--- config.mk ---
export PLATFORM = sky130hd
export DESIGN_NAME = exec_unit_pipe
export DESIGN_NICKNAME = d
export VERILOG_FILES = /design/src/rtl/exec_unit_pipe.sv
export SDC_FILE = /design/constraint.sdc
export NUM_CORES = 1
export LEC_CHECK = 0
export ABC_CLOCK_PERIOD_IN_PS = 3800
export BUFFER_PORTS_ARGS = -buffer_cell sky130_fd_sc_hd__buf_2
export CORE_MARGIN = 2
export CORE_UTILIZATION = 45
export CTS_CLUSTER_DIAMETER = 80
export DETAILED_ROUTE_END_ITERATION = 16
export PLACE_DENSITY = 0.73
export SYNTH_ARGS = -nofsm -noshare
export SYNTH_HDL_FRONTEND = slang
export SYNTH_SLANG_ARGS = --single-unit
--- constraint.sdc ---
create_clock -name clk -period 3.8 [get_ports clk]
set_clock_uncertainty 0.05 [all_clocks]
set_input_delay 0.76 -clock clk [delete_from_list [all_inputs] [get_ports clk]]
set_output_delay 0.76 -clock clk [all_outputs]
set_load 0.1 [all_outputs]
--- src/rtl/exec_unit_pipe.sv ---
// Execute stage for the NoobsCpu datapath: single-cycle ALU and branch ops,
// an iterative shift-add multiplier and a wait-capable data-memory port.
module exec_unit_pipe #(
  parameter int DATA_W = 8,
  parameter int ADDR_W = 12
) (
  input  logic              clk,
  input  logic              reset,
  input  logic              op_vld,
  output logic              op_rdy,
  input  logic [3:0]        op,
  input  logic [DATA_W-1:0] src0,
  input  logic [DATA_W-1:0] src1,
  input  logic [DATA_W-1:0] imm,
  input  logic              imm_vld,
  input  logic [2:0]        dst_reg,
  input  logic [ADDR_W-1:0] dst_addr,
  output logic              reg_wr_en,
  output logic [2:0]        reg_wr_sel,
  output logic [DATA_W-1:0] reg_wr_data,
  output logic [3:0]        flags,
  output logic              br_taken,
  output logic [ADDR_W-1:0] tgt_addr,
  output logic              d_mem_en,
  output logic              d_mem_rd,
  output logic              d_mem_wr,
  output logic [ADDR_W-1:0] d_mem_addr,
  output logic [DATA_W-1:0] d_mem_data_out,
  input  logic [DATA_W-1:0] d_mem_data_in,
  input  logic              d_mem_rdy
);

  localparam int MSB   = DATA_W - 1;
  localparam int CNT_W = $clog2(DATA_W);
  localparam logic [CNT_W-1:0] CNT_LAST = CNT_W'(DATA_W - 1);

  localparam logic [3:0] OP_ADD = 4'd1,  OP_SUB = 4'd2,  OP_OR  = 4'd3,  OP_AND = 4'd4;
  localparam logic [3:0] OP_XOR = 4'd5,  OP_LD  = 4'd6,  OP_ST  = 4'd7,  OP_JMP = 4'd8;
  localparam logic [3:0] OP_JZ  = 4'd9,  OP_JC  = 4'd10, OP_SHL = 4'd11, OP_SHR = 4'd12;
  localparam logic [3:0] OP_MUL = 4'd13, OP_ADC = 4'd14;

  typedef enum logic [1:0] {
    S_IDLE = 2'd0,
    S_EXEC = 2'd1,
    S_MUL  = 2'd2,
    S_MEM  = 2'd3
  } state_t;

  state_t              state_r, state_nxt_s;
  logic                op_rdy_r;
  logic                accept_s;
  logic [DATA_W-1:0]   opb_s;
  logic                add_cin_s;
  logic [DATA_W:0]     sum_s;
  logic [DATA_W-1:0]   diff_s;
  logic [DATA_W-1:0]   alu_res_s;
  logic                alu_c_s, alu_v_s, alu_wr_s, br_s;
  logic [3:0]          alu_flags_s;
  logic [3:0]          op_r;
  logic [2:0]          dst_reg_r;
  logic [2*DATA_W-1:0] acc_r, mcand_r, mul_prod_s;
  logic [DATA_W-1:0]   mplier_r;
  logic [CNT_W-1:0]    cnt_r;
  logic [3:0]          mul_flags_s;

  logic              reg_wr_en_r, br_taken_r, d_mem_en_r, d_mem_rd_r, d_mem_wr_r;
  logic [2:0]        reg_wr_sel_r;
  logic [DATA_W-1:0] reg_wr_data_r, d_mem_data_out_r;
  logic [3:0]        flags_r;
  logic [ADDR_W-1:0] tgt_addr_r, d_mem_addr_r;

  assign accept_s  = op_vld && op_rdy_r;
  assign opb_s     = imm_vld ? imm : src1;
  assign add_cin_s = (op == OP_ADC) ? flags_r[1] : 1'b0;
  assign sum_s     = {1'b0, src0} + {1'b0, opb_s} + {{DATA_W{1'b0}}, add_cin_s};
  assign diff_s    = src0 - opb_s;
  assign alu_flags_s = {alu_v_s, alu_res_s[MSB], alu_c_s, (alu_res_s == {DATA_W{1'b0}})};

  // The last shift-add step is folded in combinationally so the product lands on time.
  assign mul_prod_s  = acc_r + (mplier_r[0] ? mcand_r : {(2*DATA_W){1'b0}});
  assign mul_flags_s = {1'b0, mul_prod_s[MSB],
                        (mul_prod_s[2*DATA_W-1:DATA_W] != {DATA_W{1'b0}}),
                        (mul_prod_s[MSB:0] == {DATA_W{1'b0}})};

  // Single-cycle ALU result, flag candidates and branch decision for the presented op.
  always_comb begin
    alu_res_s = {DATA_W{1'b0}};
    alu_c_s   = 1'b0;
    alu_v_s   = 1'b0;
    alu_wr_s  = 1'b0;
    br_s      = 1'b0;
    case (op)
      OP_ADD, OP_ADC: begin
        alu_res_s = sum_s[MSB:0];
        alu_c_s   = sum_s[DATA_W];
        alu_v_s   = (src0[MSB] == opb_s[MSB]) && (sum_s[MSB] != src0[MSB]);
        alu_wr_s  = 1'b1;
      end
      OP_SUB: begin
        alu_res_s = diff_s;
        alu_c_s   = (src0 < opb_s);
        alu_v_s   = (src0[MSB] != opb_s[MSB]) && (diff_s[MSB] != src0[MSB]);
        alu_wr_s  = 1'b1;
      end
      OP_OR:  begin alu_res_s = src0 | opb_s; alu_wr_s = 1'b1; end
      OP_AND: begin alu_res_s = src0 & opb_s; alu_wr_s = 1'b1; end
      OP_XOR: begin alu_res_s = src0 ^ opb_s; alu_wr_s = 1'b1; end
      OP_SHL: begin
        alu_res_s = {src0[MSB-1:0], 1'b0};
        alu_c_s   = src0[MSB];
        alu_wr_s  = 1'b1;
      end
      OP_SHR: begin
        alu_res_s = {1'b0, src0[MSB:1]};
        alu_c_s   = src0[0];
        alu_wr_s  = 1'b1;
      end
      OP_JMP:  br_s = 1'b1;
      OP_JZ:   br_s = flags_r[0];
      OP_JC:   br_s = flags_r[1];
      default: br_s = 1'b0;
    endcase
  end

  // Next-state decode.
  always_comb begin
    state_nxt_s = state_r;
    case (state_r)
      S_IDLE, S_EXEC: begin
        if (!accept_s) begin
          state_nxt_s = S_IDLE;
        end else if (op == OP_MUL) begin
          state_nxt_s = S_MUL;
        end else if ((op == OP_LD) || (op == OP_ST)) begin
          state_nxt_s = S_MEM;
        end else begin
          state_nxt_s = S_EXEC;
        end
      end
      S_MUL: begin
        if (cnt_r == CNT_LAST) state_nxt_s = S_EXEC;
        else                   state_nxt_s = S_MUL;
      end
      S_MEM: begin
        if (d_mem_rdy) state_nxt_s = S_IDLE;
        else           state_nxt_s = S_MEM;
      end
      default: state_nxt_s = S_IDLE;
    endcase
  end

  // State register and ready flag.
  always_ff @(posedge clk) begin
    if (reset) begin
      state_r  <= S_IDLE;
      op_rdy_r <= 1'b1;
    end else begin
      state_r  <= state_nxt_s;
      op_rdy_r <= (state_nxt_s == S_IDLE) || (state_nxt_s == S_EXEC);
    end
  end

  // Datapath: operand capture, multiplier iterations, memory handshake and registered outputs.
  always_ff @(posedge clk) begin
    if (reset) begin
      op_r <= 4'd0;  dst_reg_r <= 3'd0;  cnt_r <= {CNT_W{1'b0}};
      acc_r <= {(2*DATA_W){1'b0}};  mcand_r <= {(2*DATA_W){1'b0}};  mplier_r <= {DATA_W{1'b0}};
      reg_wr_en_r <= 1'b0;  reg_wr_sel_r <= 3'd0;  reg_wr_data_r <= {DATA_W{1'b0}};
      flags_r <= 4'd0;  br_taken_r <= 1'b0;  tgt_addr_r <= {ADDR_W{1'b0}};
      d_mem_en_r <= 1'b0;  d_mem_rd_r <= 1'b0;  d_mem_wr_r <= 1'b0;
      d_mem_addr_r <= {ADDR_W{1'b0}};  d_mem_data_out_r <= {DATA_W{1'b0}};
    end else begin
      reg_wr_en_r <= 1'b0;
      br_taken_r  <= 1'b0;
      case (state_r)
        S_IDLE, S_EXEC: begin
          if (accept_s) begin
            op_r      <= op;
            dst_reg_r <= dst_reg;
            if (op == OP_MUL) begin
              acc_r    <= {(2*DATA_W){1'b0}};
              mcand_r  <= {{DATA_W{1'b0}}, src0};
              mplier_r <= opb_s;
              cnt_r    <= {CNT_W{1'b0}};
            end else if ((op == OP_LD) || (op == OP_ST)) begin
              d_mem_en_r       <= 1'b1;
              d_mem_rd_r       <= (op == OP_LD);
              d_mem_wr_r       <= (op == OP_ST);
              d_mem_addr_r     <= dst_addr;
              d_mem_data_out_r <= src0;
            end else begin
              reg_wr_en_r <= alu_wr_s;
              br_taken_r  <= br_s;
              if (alu_wr_s) begin
                reg_wr_sel_r  <= dst_reg;
                reg_wr_data_r <= alu_res_s;
                flags_r       <= alu_flags_s;
              end
              if (br_s) tgt_addr_r <= dst_addr;
            end
          end
        end
        S_MUL: begin
          acc_r    <= mul_prod_s;
          mcand_r  <= {mcand_r[2*DATA_W-2:0], 1'b0};
          mplier_r <= {1'b0, mplier_r[MSB:1]};
          cnt_r    <= cnt_r + {{(CNT_W-1){1'b0}}, 1'b1};
          if (cnt_r == CNT_LAST) begin
            reg_wr_en_r   <= 1'b1;
            reg_wr_sel_r  <= dst_reg_r;
            reg_wr_data_r <= mul_prod_s[MSB:0];
            flags_r       <= mul_flags_s;
          end
        end
        S_MEM: begin
          if (d_mem_rdy) begin
            d_mem_en_r <= 1'b0;
            d_mem_rd_r <= 1'b0;
            d_mem_wr_r <= 1'b0;
            if (op_r == OP_LD) begin
              reg_wr_en_r   <= 1'b1;
              reg_wr_sel_r  <= dst_reg_r;
              reg_wr_data_r <= d_mem_data_in;
            end
          end
        end
        default: reg_wr_en_r <= 1'b0;
      endcase
    end
  end

  assign op_rdy         = op_rdy_r;
  assign reg_wr_en      = reg_wr_en_r;
  assign reg_wr_sel     = reg_wr_sel_r;
  assign reg_wr_data    = reg_wr_data_r;
  assign flags          = flags_r;
  assign br_taken       = br_taken_r;
  assign tgt_addr       = tgt_addr_r;
  assign d_mem_en       = d_mem_en_r;
  assign d_mem_rd       = d_mem_rd_r;
  assign d_mem_wr       = d_mem_wr_r;
  assign d_mem_addr     = d_mem_addr_r;
  assign d_mem_data_out = d_mem_data_out_r;

endmodule
# After elaboration in Yosys (flattened, before gate mapping)
# Cells that the tools add are included.
# classes
addsub,5
magnitude_cmp,1
eq_ne,33
mux,68
bitwise,7
reduce_logical,23
# ops
op,n
2-to-1 mux 16 bit,5
2-to-1 mux 8 bit,10
case mux 16 bit (2 select lines),2
case mux 8 bit (7 select lines),1
"equality test 4 bit, second input constant",7
2-to-1 mux 3 bit,9
case mux 8 bit (3 select lines),1
"equality test 4 x 3 -> 1 bit, second input constant",5
2-to-1 mux 4 bit,5
2-to-1 mux 1 bit,18
"!= test 2 bit, second input constant",9
adder 16 bit,1
logical NOT 8 bit,2
case mux 8 bit (2 select lines),1
2-to-1 mux 2 bit,5
AND reduction 5 bit,2
adder 8 x 8 -> 9 bit,1
adder 9 x 1 -> 9 bit,1
case mux 3 bit (3 select lines),1
bitwise AND 8 bit,1
"equality test 4 x 2 -> 1 bit, second input constant",2
< comparator 8 bit,1
OR 8 bit,1
case mux 1 bit (2 select lines),4
28 further kinds,42
# word_totals
ff_bits,105
in_bits,56
wordCells,156

# Logic depth before layout (Yosys ltp)
# Gate-level depths: netlist of the first run.
# depth
ltp_word,11
depth_mapped,12
mapped_depth_nobuf,11

# Least setup slack after synthesis of the first run
# No wires, ideal clock.
# synth_timing
kind,input to register
startpoint,input port imm_vld
endpoint,"register flags_r[0], in the netlist flags[0]"
t_arrival_ns,3.854
setup_slack_ns,-0.178
path_stages,10
path_buffers,1
cell_sequence,clkbuf_1 -> mux2i_1 -> fa_1 -> fa_1 -> o31a_1 -> o31a_1 -> xnor2_1 -> a221o_1 -> or4_4 -> o22ai_2
# synth_between
elab_chain_cells,10
# synth_lines
element,line_no,source
start: declaration,15,"input logic imm_vld,"
2-to-1 mux 8 bit *,73,assign opb_s = imm_vld ? imm : src1;
adder 8 x 8 -> 9 bit,75,"assign sum_s = {1'b0, src0} + {1'b0, opb_s} + {{DATA_W{1'b0}}, add_cin_s};"
adder 9 x 1 -> 9 bit,75,
case mux 8 bit (7 select lines) *,92,case (op)
logical NOT 8 bit *,77,"assign alu_flags_s = {alu_v_s, alu_res_s[MSB], alu_c_s, (alu_res_s == {DATA_W{1'b0}})};"
2-to-1 mux 4 bit *,194,if (alu_wr_s) begin
2-to-1 mux 4 bit *,185,end else if ((op == OP_LD) || (op == OP_ST)) begin
2-to-1 mux 4 bit *,180,if (op == OP_MUL) begin
2-to-1 mux 4 bit *,177,if (accept_s) begin
case mux 4 bit (2 select lines) *,175,case (state_r)
end signal: assignment,197,flags_r <= alu_flags_s;
end signal: assignment,212,flags_r <= mul_flags_s;
end: declaration,69,logic [3:0] flags_r;
# Mark *: on every way between the ends. The rest lies on a longest branch, timed or not. The select of a mux whose other input is x is not followed.
# A chain may end at the register's enable or synchronous reset.

# Final worst setup path of the first run
# layout_timing
startpoint,input port op[0]
endpoint,"register flags_r[0], in the netlist flags[0]"
# layout_between
elab_chain_cells,10
# layout_lines
element,line_no,source
start: declaration,11,"input logic [3:0] op,"
equality test 4 bit,"74, 92",
2-to-1 mux 1 bit,74,assign add_cin_s = (op == OP_ADC) ? flags_r[1] : 1'b0;
adder 9 x 1 -> 9 bit,75,
case mux 8 bit (7 select lines),92,
logical NOT 8 bit,77,
2-to-1 mux 4 bit,194,
2-to-1 mux 4 bit,185,
2-to-1 mux 4 bit,180,
2-to-1 mux 4 bit,177,
case mux 4 bit (2 select lines),175,
# Parallel ways exist; a longest one is shown, timed or not. The select of a mux whose other input is x is not followed.

==> results_dict.tcl, run 1 <==
set metrics [dict create \
    hold_start "op_r[3]" \
    holdPathEnd "op_r[3]" \
    cts_tree "done" \
    drt-pass1-iter-count 5 \
    critPathCaptureType "flip-flop" \
    n_antenna_cell 0 \
    grtUsageTotal_pct 23.67 \
    cts_resized 0 \
    synth.net_count 948 \
    gp_congestion 0.9296 \
    max_freq_mhz 290.4 \
    avgRoutedWirePerCell_um 16.53 \
    critPathSlowestCell "or4_4" \
    place_ws_ns 0.009002 \
    postCtsSetupRepairBufs 0 \
    cp_num_cells 11 \
    grt_pass1_vias 6186 \
    fin_ws_ns 0.3559 \
    drive_gt1_share_pct 19.55 \
    crit_type "input port to flip-flop" \
    netlist-cell-type-count 85 \
    synth_cells 842 \
    cts.reportedPaths.clkPinSlew_ns 0.07 \
    ys_seq_elements 105 \
    area_delta_synth_final_pct 15.83 \
    start_util_pct 46.18 \
    worst_pin_slew_ns 1.151 \
    slew_headroom_pct 23.27 \
    cp-start-kind "input port" \
    rrSetupSlack_ns 0.52 \
    reg2reg_from "mplier_r[0]" \
    hold_class "flip-flop to flip-flop" \
    cts_buffer_depth 2 \
    r2r-end "flags[1]" \
    syn_area_um2 6711 \
    outcome "finished, final reports clean" \
    final_antenna_net_count 0 \
    synthArstFlopShare_pct 0 \
    period_needed_ns 3.444 \
    ir_drop_mv 0.2052 \
    synth_warnings 0 \
    seq_area_frac_synth_pct 31.32 \
    coreArea_um2 14530 \
    worstPathCellList "buf_2, and4b_1, nand2_1, fa_2, fa_2, o31a_1, o31a_1, xnor2_1, a221o_1, or4_4, o22ai_2" \
    dieHeight_um 126.1 \
    dieArea_um2 15910 \
    dp_hpwl_um 13490 \
    arrival_ns 3.68 \
    clock-root-buffer "clkbuf_16" \
    final_hold_viol_count 0 \
    rsz0062_at_grt "no" \
    multi_input_area_um2 4253 \
    grt_max_degree 49 \
    path_delay_family "compound AO/OA/AOI/OAI gates" \
    grt_pass1_wl_um 31080 \
    finalCritPeriodShare_pct 90.63 \
    fillCellCount 1429 \
    io_pins 109 \
    die_x_um 126.1 \
    drcViolationCount 0 \
    p_leak_nw 3.234 \
    routed-via-count 6417 \
    drt_iter0_markers 566 \
    critPathRequiredTime_ns 4.04 \
    crit_fanout 3 \
    slowest_delay_ns 0.54 \
    vias_per_cell 5.704 \
    slew_violations 0 \
    ys.flop_type "dfxtp_1" \
    fp-row-count 44 \
    overflow 0 \
    portBuffers 108 \
    numCtsBuffers 9 \
    cap_violations 0 \
    h-tree-depth 3 \
    postCtsHoldBufs 0 \
    nNetsFinal 1042 \
    insertion_delay_ns 0.36 \
    p_per_area_nw_per_um2 350.2 \
    syn_area_per_cell_um2 7.971 \
    clock_sinks 105 \
    antenna_found_initial 0 \
    final-setup-viol-count 0 \
    hold_depth 2 \
    final-seq-area_um2 2102 \
    reg2reg_depth 10 \
    tns_ns 0 \
    wl_um 18600 \
    critPathBufInv 1 \
    synth_edf_count 0 \
]
[stage by stage]
| step | power [W] | hold WS, ns | instance area, um^2 | cells | utilization [%] |
|---|---|---|---|---|---|
| 5_1_grt | 0.002837 | 0.4208 | 7774 | 1125 | 53.49 |
| 6_report | 0.002722 | 0.4022 | 7774 | 1125 | 53.49 |
| 3_3_place_gp | 0.001817 | 0.3891 | 7481 | 1109 | 51.47 |
| 4_1_cts | 0.002735 | 0.4039 | 7774 | 1125 | 53.49 |
| 3_5_place_dp | 0.001822 | 0.3933 | 7481 | 1109 | 51.47 |
| 2_1_floorplan | 0.001648 | 0.3811 | 6718 | 842 | - |
[flip-flops by register name, summed over array words and instances (netlist names), 4 cells and up]
register,count
flags,4
reg_wr_data,8
mplier_r,8
tgt_addr,12
mcand_r,16
acc_r,16
d_mem_data_out,8
d_mem_addr,12
op_r,4
[logic make-up after synthesis]
family	share of synthesized area, %
buf+inv	5.667
flops	31.32
xor+xnor	2.685
simple gates	22.00
compound gates	23.27
mux	5.295
fa+ha+maj	9.769
[synth_stat cells (4+ instances only)]
cell type / n / area, um^2
xnor2_1: 12 / 105.1
fa_1: 4 / 80.08
nand2b_1: 13 / 81.33
mux2i_1: 31 / 310.3
nand2_1: 133 / 499.2
clkbuf_1: 36 / 135.1
mux2_2: 4 / 45.04
o211ai_1: 23 / 172.7
nor2b_1: 6 / 37.54
nor3b_1: 5 / 37.54
a311oi_1: 9 / 78.83
or3_1: 5 / 31.28
buf_1: 4 / 15.01
inv_1: 28 / 105.1
o21ai_1: 4 / 20.02
a211oi_1: 10 / 75.07
nor3_1: 6 / 30.03
o21ai_0: 23 / 115.1
and2_1: 20 / 125.1
nor2_1: 61 / 229.0
o21bai_1: 4 / 30.03
a21o_1: 6 / 45.04
xor2_1: 6 / 52.55
a31oi_1: 4 / 25.02
a21oi_1: 96 / 480.5
dfxtp_1: 105 / 2102
ha_1: 46 / 575.6
nand3b_1: 4 / 30.03
buf_2: 13 / 65.06
a22oi_1: 5 / 37.54
nand3_1: 34 / 170.2
[worst register-to-register path, delay by kind of cell (launching register included)]
| family | cells | cell delay [ns] |
|---|---|---|
| AOI/OAI and AO/OA | 4 | 1.17 |
| adders and majority gates | 2 | 0.65 |
| DFF | 1 | 0.35 |
| and+or+nand+nor | 4 | 0.94 |
[layout make-up]
cell class,instances,area share (%)
clock buffers,11,3.122
clock inverters,5,0.6438
inverters,30,1.481
multi-input cells,650,54.71
flip-flops and latches,105,27.04
well taps,184,2.962
repair buffers,140,10.04
[report_power, final]
part / total [W] / switching, W / leakage (nW) / internal [W]
Sequential: 0.00115 / 0.0000197 / 0.851 / 0.00113
Clock: 0.000919 / 0.000446 / 0.139 / 0.000473
Combinational: 0.000649 / 0.000443 / 2.24 / 0.000205
[worst max path at each step]
stage	from	slack (ns)	end
finish	op[0]	0.36	flags[0]
global route	op[0]	0.24	flags[0]
CTS	op[0]	0.37	flags[0]
detailed placement	op[0]	0.009	flags[0]
global placement	op[0]	0.04	flags[0]
floorplan	op[0]	0.007	flags[0]
[routing by layer]
metal / wire, um / part of all wire [%] / vias to the layer above / global-route usage, %
li1: - / - / 3175 / -
met1: 8399 / 45 / 2989 / 31.83
met2: 8472 / 46 / 222 / 37.95
met3: 1238 / 6.7 / 31 / 4.630
met4: 486 / 2.6 / 0 / 8.339
met5: 0 / 0 / - / 0
[layout by cell type, fill, tap and decap left out, types with 6 or more instances in the layout]
| cell | synthesis | final |
|---|---|---|
| nand2_1 | 133 | 133 |
| buf_2 | 13 | 108 |
| dfxtp_1 | 105 | 105 |
| a21oi_1 | 96 | 96 |
| nor2_1 | 61 | 60 |
| ha_1 | 46 | 46 |
| nand3_1 | 34 | 34 |
| buf_4 | 1 | 32 |
| mux2i_1 | 31 | 31 |
| inv_1 | 28 | 28 |
| o21ai_0 | 23 | 23 |
| o211ai_1 | 23 | 23 |
| and2_1 | 20 | 20 |
| xnor2_1 | 12 | 12 |
| nand2b_1 | 13 | 12 |
| a211oi_1 | 10 | 10 |
| a311oi_1 | 9 | 9 |
| clkbuf_16 | 0 | 9 |
| a21o_1 | 6 | 6 |
| xor2_1 | 6 | 6 |
| nor2b_1 | 6 | 6 |
Note: power is estimated with default switching activity, not from simulation.
==> inputs of run 2 (changes only) <==
--- a/config.mk
+++ b/config.mk
@@ -5,13 +5,14 @@
 export SDC_FILE = /design/constraint.sdc
 export NUM_CORES = 1
 export LEC_CHECK = 0
-export ABC_CLOCK_PERIOD_IN_PS = 3800
+export ABC_CLOCK_PERIOD_IN_PS = 4000
 export BUFFER_PORTS_ARGS = -buffer_cell sky130_fd_sc_hd__buf_2
 export CORE_MARGIN = 2
 export CORE_UTILIZATION = 45
 export CTS_CLUSTER_DIAMETER = 80
 export DETAILED_ROUTE_END_ITERATION = 16
-export PLACE_DENSITY = 0.73
+export PLACE_DENSITY = 0.71
+export RECOVER_POWER = 25
 export SYNTH_ARGS = -nofsm -noshare
 export SYNTH_HDL_FRONTEND = slang
 export SYNTH_SLANG_ARGS = --single-unit
==> constraint.sdc (replaced) <==
create_clock -name clk -period 4 [get_ports clk]
set_clock_uncertainty 0.05 [all_clocks]
set_input_delay 0.8 -clock clk [delete_from_list [all_inputs] [get_ports clk]]
set_output_delay 0.8 -clock clk [all_outputs]
set_load 0.1 [all_outputs]
==> run 2 against run 1 <==
Die area did not move. Global-route usage fell by 1.3 points. Power fell by 5.0%. Register-to-register slack improved by 0.10 ns. Via count fell by 1.7%. Final area fell by 1.5%. Non-clock buffer count fell by 11. Clock power fell by 2.9%. Critical path depth fell by 1. Final cell count fell by 0.98%. Combinational power fell by 8.6%. First-iteration DRC count rose by 3.0%. Largest cell class unchanged. Largest power group unchanged.
==> results_dict.tcl, run 2 (synthesized netlist as in run 1, its figures left out) <==
set metrics [dict create \
    outcome "finished, final reports clean" \
    arrival_ns 3.87 \
    crit_fanout 4 \
    cts_resized 0 \
    wl_um 17950 \
    dieArea_um2 15910 \
    hold_depth 2 \
    cts.reportedPaths.clkPinSlew_ns 0.07 \
    overflow 0 \
    placed_area_um2 7396 \
    area_delta_synth_final_pct 14.11 \
    combPwrFrac_pct 22.9 \
    vias_per_cell 5.665 \
    cap_violations 0 \
    fin_area_um2 7659 \
    drt-pass1-iter-count 5 \
    grtUsageTotal_pct 22.39 \
    mostFrequentLayoutCells "nand2_1 (133), dfxtp_1 (105), a21oi_1 (96)" \
    clock-root-buffer "clkbuf_16" \
    postCtsSetupRepairBufs 0 \
    max_freq_mhz 274.4 \
    grt_pass1_vias 5886 \
    h-tree-depth 3 \
    switchingPower_w 0.0008796 \
    cts_buffer_depth 2 \
    insertion_delay_ns 0.35 \
    hold_class "flip-flop to flip-flop" \
    drcViolationCount 0 \
    routed-via-count 6311 \
    period_needed_ns 3.644 \
    nNetsFinal 1031 \
    top_regs "acc_r x16, mcand_r x16" \
    grt_pass1_wl_um 29370 \
    drive_gt1_share_pct 15.05 \
    grt_max_degree 65 \
    finalCritPeriodShare_pct 91.11 \
    p_leak_nw 3.053 \
    start_util_pct 46.18 \
    fp-row-count 44 \
    gp_congestion 0.9269 \
    share_seq_of_total_power_pct 42.6 \
    io_pins 109 \
    die_x_um 126.1 \
    final_antenna_net_count 0 \
    final-setup-viol-count 0 \
    rsz0062_at_grt "no" \
    final_hold_viol_count 0 \
    cts_tree "done" \
    slew_violations 0 \
    dieHeight_um 126.1 \
    portBuffers 108 \
    numCtsBuffers 9 \
    reg2reg_depth 10 \
    worst_pin_slew_ns 1.216 \
    coreArea_um2 14530 \
    crit_type "input port to flip-flop" \
    clkPwrFrac_pct 34.5 \
    n_antenna_cell 0 \
    p_per_area_nw_per_um2 337.7 \
    hold_slack_ns 0.4039 \
    clock_sinks 105 \
    switching_share_pct 34.01 \
    dp_hpwl_um 12760 \
    drt_iter0_markers 583 \
    cp-start-kind "input port" \
    postCtsHoldBufs 0 \
    tns_ns 0 \
    antenna_found_initial 0 \
    slew_headroom_pct 19.29 \
    critPathRequiredTime_ns 4.22 \
    critPathCaptureType "flip-flop" \
    mostFrequentLayoutCell "nand2_1" \
    p_int_w 0.001707 \
    avgRoutedWirePerCell_um 16.11 \
    ir_drop_mv 0.2416 \
]
[run 2: path summary, 6_finish.rpt]
path,slack (ns),endpoint,from
setup reg to reg,0.62,flags[1],mcand_r[0]
hold / removal,0.40,op_r[0],op_r[0]
hold reg to reg,0.40,op_r[0],op_r[0]
setup / recovery,0.36,flags[0],imm_vld
[run 2: stage by stage]
step	total power (W)	util, %	cells	worst slack, ns
after CTS	0.002605	53.02	1114	0.3714
final	0.002586	52.69	1114	0.3556
after global placement	0.001711	50.89	1098	0.07096
after floorplan	0.001565	-	842	0.08208
after global routing	0.002699	52.69	1114	0.2151
after detailed placement	0.001714	50.89	1098	0.02223
[run 2: per-layer routing]
layer / vias up / routed length, um / track usage [%]
met3: 24 / 1126 / 3.696
li1: 3152 / - / -
met5: - / 0 / 0
met4: 0 / 293 / 7.563
met2: 224 / 8031 / 35.33
met1: 2911 / 8500 / 31.18
[run 2: power by group through the flow]
| stage | registers (W) | clock network, W | logic, W |
|---|---|---|---|
| 3_3_place_gp | 0.00112 | 0 | 0.000586 |
| 2_1_floorplan | 0.00127 | 0 | 0.000297 |
| 6_report | 0.00110 | 0.000892 | 0.000593 |
| 3_5_place_dp | 0.00112 | 0 | 0.000589 |
| 4_1_cts | 0.00110 | 0.000913 | 0.000592 |
| 5_1_grt | 0.00111 | 0.000954 | 0.000639 |
[run 2: cell type report]
cell class,count,area (um^2)
Fill cell,1468,6875
Multi-Input combinational cell,650,4248
Sequential cell,105,2102
Timing Repair Buffer,129,653.1
Tap cell,184,230.2
Clock buffer,9,225.2
Inverter,30,115.1
Clock inverter,7,85.08
[run 2: critical path, cell delays in order]
cell and delay, ns:
buf_2 0.11, mux2i_1 0.25, fa_1 0.49, fa_1 0.42, o31a_1 0.35, o31a_1 0.29, xnor2_1 0.14, a221o_1 0.38
or4_4 0.54, o22ai_2 0.09
==> inputs of run 3 (changes only) <==
==> constraint.sdc (replaced) <==
create_clock -name clk -period 4 [get_ports clk]
set_clock_uncertainty 0.05 [all_clocks]
set_input_delay 0.8 -clock clk [delete_from_list [all_inputs] [get_ports clk]]
set_output_delay 0.8 -clock clk [all_outputs]
set_load 0.005 [all_outputs]
==> run 3 against run 2 <==
Wire length is essentially flat. Largest power group unchanged. Clock power is essentially flat. Largest cell class unchanged. Utilization grew 0.19 points. Final area grew 0.36%. Non-clock buffer count is the same. Critical path type unchanged.
==> results_dict.tcl, run 3 (synthesized netlist as in run 1, its figures left out) <==
set metrics [dict create \
    portBuffers 108 \
    grt_pass1_vias 5886 \
    routed-via-count 6304 \
    avgRoutedWirePerCell_um 16.11 \
    cts_resized 0 \
    grt_max_degree 65 \
    start_util_pct 46.18 \
    gp_congestion 0.9269 \
    worst_pin_slew_ns 1.172 \
    h-tree-depth 3 \
    top_regs "acc_r x16, mcand_r x16" \
    cts.reportedPaths.clkPinSlew_ns 0.07 \
    crit_type "input port to flip-flop" \
    rsz0062_at_grt "no" \
    final_hold_viol_count 0 \
    cp-start-kind "input port" \
    drcViolationCount 0 \
    crit_fanout 4 \
    arrival_ns 3.88 \
    coreArea_um2 14530 \
    mostFrequentLayoutCells "nand2_1 (133), dfxtp_1 (105), a21oi_1 (96)" \
    dieHeight_um 126.1 \
    clock_sinks 105 \
    dp_hpwl_um 12760 \
    slew_violations 0 \
    hold_class "flip-flop to flip-flop" \
    p_per_area_nw_per_um2 317.4 \
    p_leak_nw 3.130 \
    drt-pass1-iter-count 5 \
    critPathCaptureType "flip-flop" \
    insertion_delay_ns 0.35 \
    fin_area_um2 7686 \
    mostFrequentLayoutCell "nand2_1" \
    final-setup-viol-count 0 \
    tns_ns 0 \
    clock-root-buffer "clkbuf_16" \
    ir_drop_mv 0.2260 \
    io_pins 109 \
    period_needed_ns 3.656 \
    cts_buffer_depth 2 \
    grt_pass1_wl_um 29370 \
    final_antenna_net_count 0 \
    vias_per_cell 5.659 \
    die_x_um 126.1 \
    fin_ws_ns 0.3435 \
    antenna_found_initial 0 \
    critPathRequiredTime_ns 4.23 \
    outcome "finished, final reports clean" \
    postCtsSetupRepairBufs 0 \
    cts_tree "done" \
    numCtsBuffers 9 \
    drive_gt1_share_pct 16.99 \
    place_ws_ns 0.02223 \
    wl_um 17940 \
    overflow 0 \
    max_freq_mhz 273.5 \
    placed_area_um2 7396 \
    finalCritPeriodShare_pct 91.41 \
    postCtsHoldBufs 0 \
    fp-row-count 44 \
    nNetsFinal 1031 \
    cap_violations 0 \
    slew_headroom_pct 21.89 \
    n_antenna_cell 0 \
    grtUsageTotal_pct 22.39 \
    area_delta_synth_final_pct 14.52 \
    drt_iter0_markers 552 \
    dieArea_um2 15910 \
]
-- run 3: layout make-up --
class	count	area, um^2
Timing Repair Buffer	129	680.7
Fill cell	1454	6848
Inverter	30	115.1
Clock buffer	9	225.2
Tap cell	184	230.2
Multi-Input combinational cell	650	4248
Clock inverter	7	85.08
Sequential cell	105	2102
-- run 3: through the flow --
step / total power (W) / instances / util, % / hold slack [ns]
floorplan: 0.001417 / 842 / - / 0.3811
global placement: 0.001561 / 1098 / 50.89 / 0.3890
detailed placement: 0.001565 / 1098 / 50.89 / 0.3945
CTS: 0.002456 / 1114 / 53.02 / 0.4060
global route: 0.002551 / 1114 / 52.88 / 0.4314
finish: 0.002440 / 1114 / 52.88 / 0.4044
-- run 3: critical path, cell delays in order --
cell	delay, ns
buf_2	0.11
mux2i_1	0.26
fa_1	0.49
fa_1	0.42
o31a_1	0.35
o31a_1	0.29
xnor2_1	0.14
a221o_1	0.38
or4_4	0.54
o22ai_2	0.09
-- run 3: metal layers --
metal | vias up | routed length [um] | global-route usage (%)
met5 | - | 0 | 0
li1 | 3148 | - | -
met2 | 214 | 8017 | 35.33
met1 | 2914 | 8527 | 31.18
met3 | 28 | 1077 | 3.696
met4 | 0 | 320 | 7.563
-- run 3: path summary, 6_finish.rpt --
kind,startpoint,endpoint,slack (ns),depth (start not counted)
min reg2reg,op_r[0],op_r[0],0.40,2
max reg2reg,mcand_r[0],flags[1],0.60,10
max,imm_vld,flags[0],0.34,10
min,op_r[0],op_r[0],0.40,2
-- run 3: power breakdown --
group | leakage (nW) | total (W) | switching [W] | internal (W)
clock network | 0.146 | 0.000892 | 0.000444 | 0.000448
registers | 0.851 | 0.00110 | 0.0000227 | 0.00108
logic | 2.13 | 0.000447 | 0.000264 | 0.000182
total | 3.13 | 0.00244 | 0.000731 | 0.00171
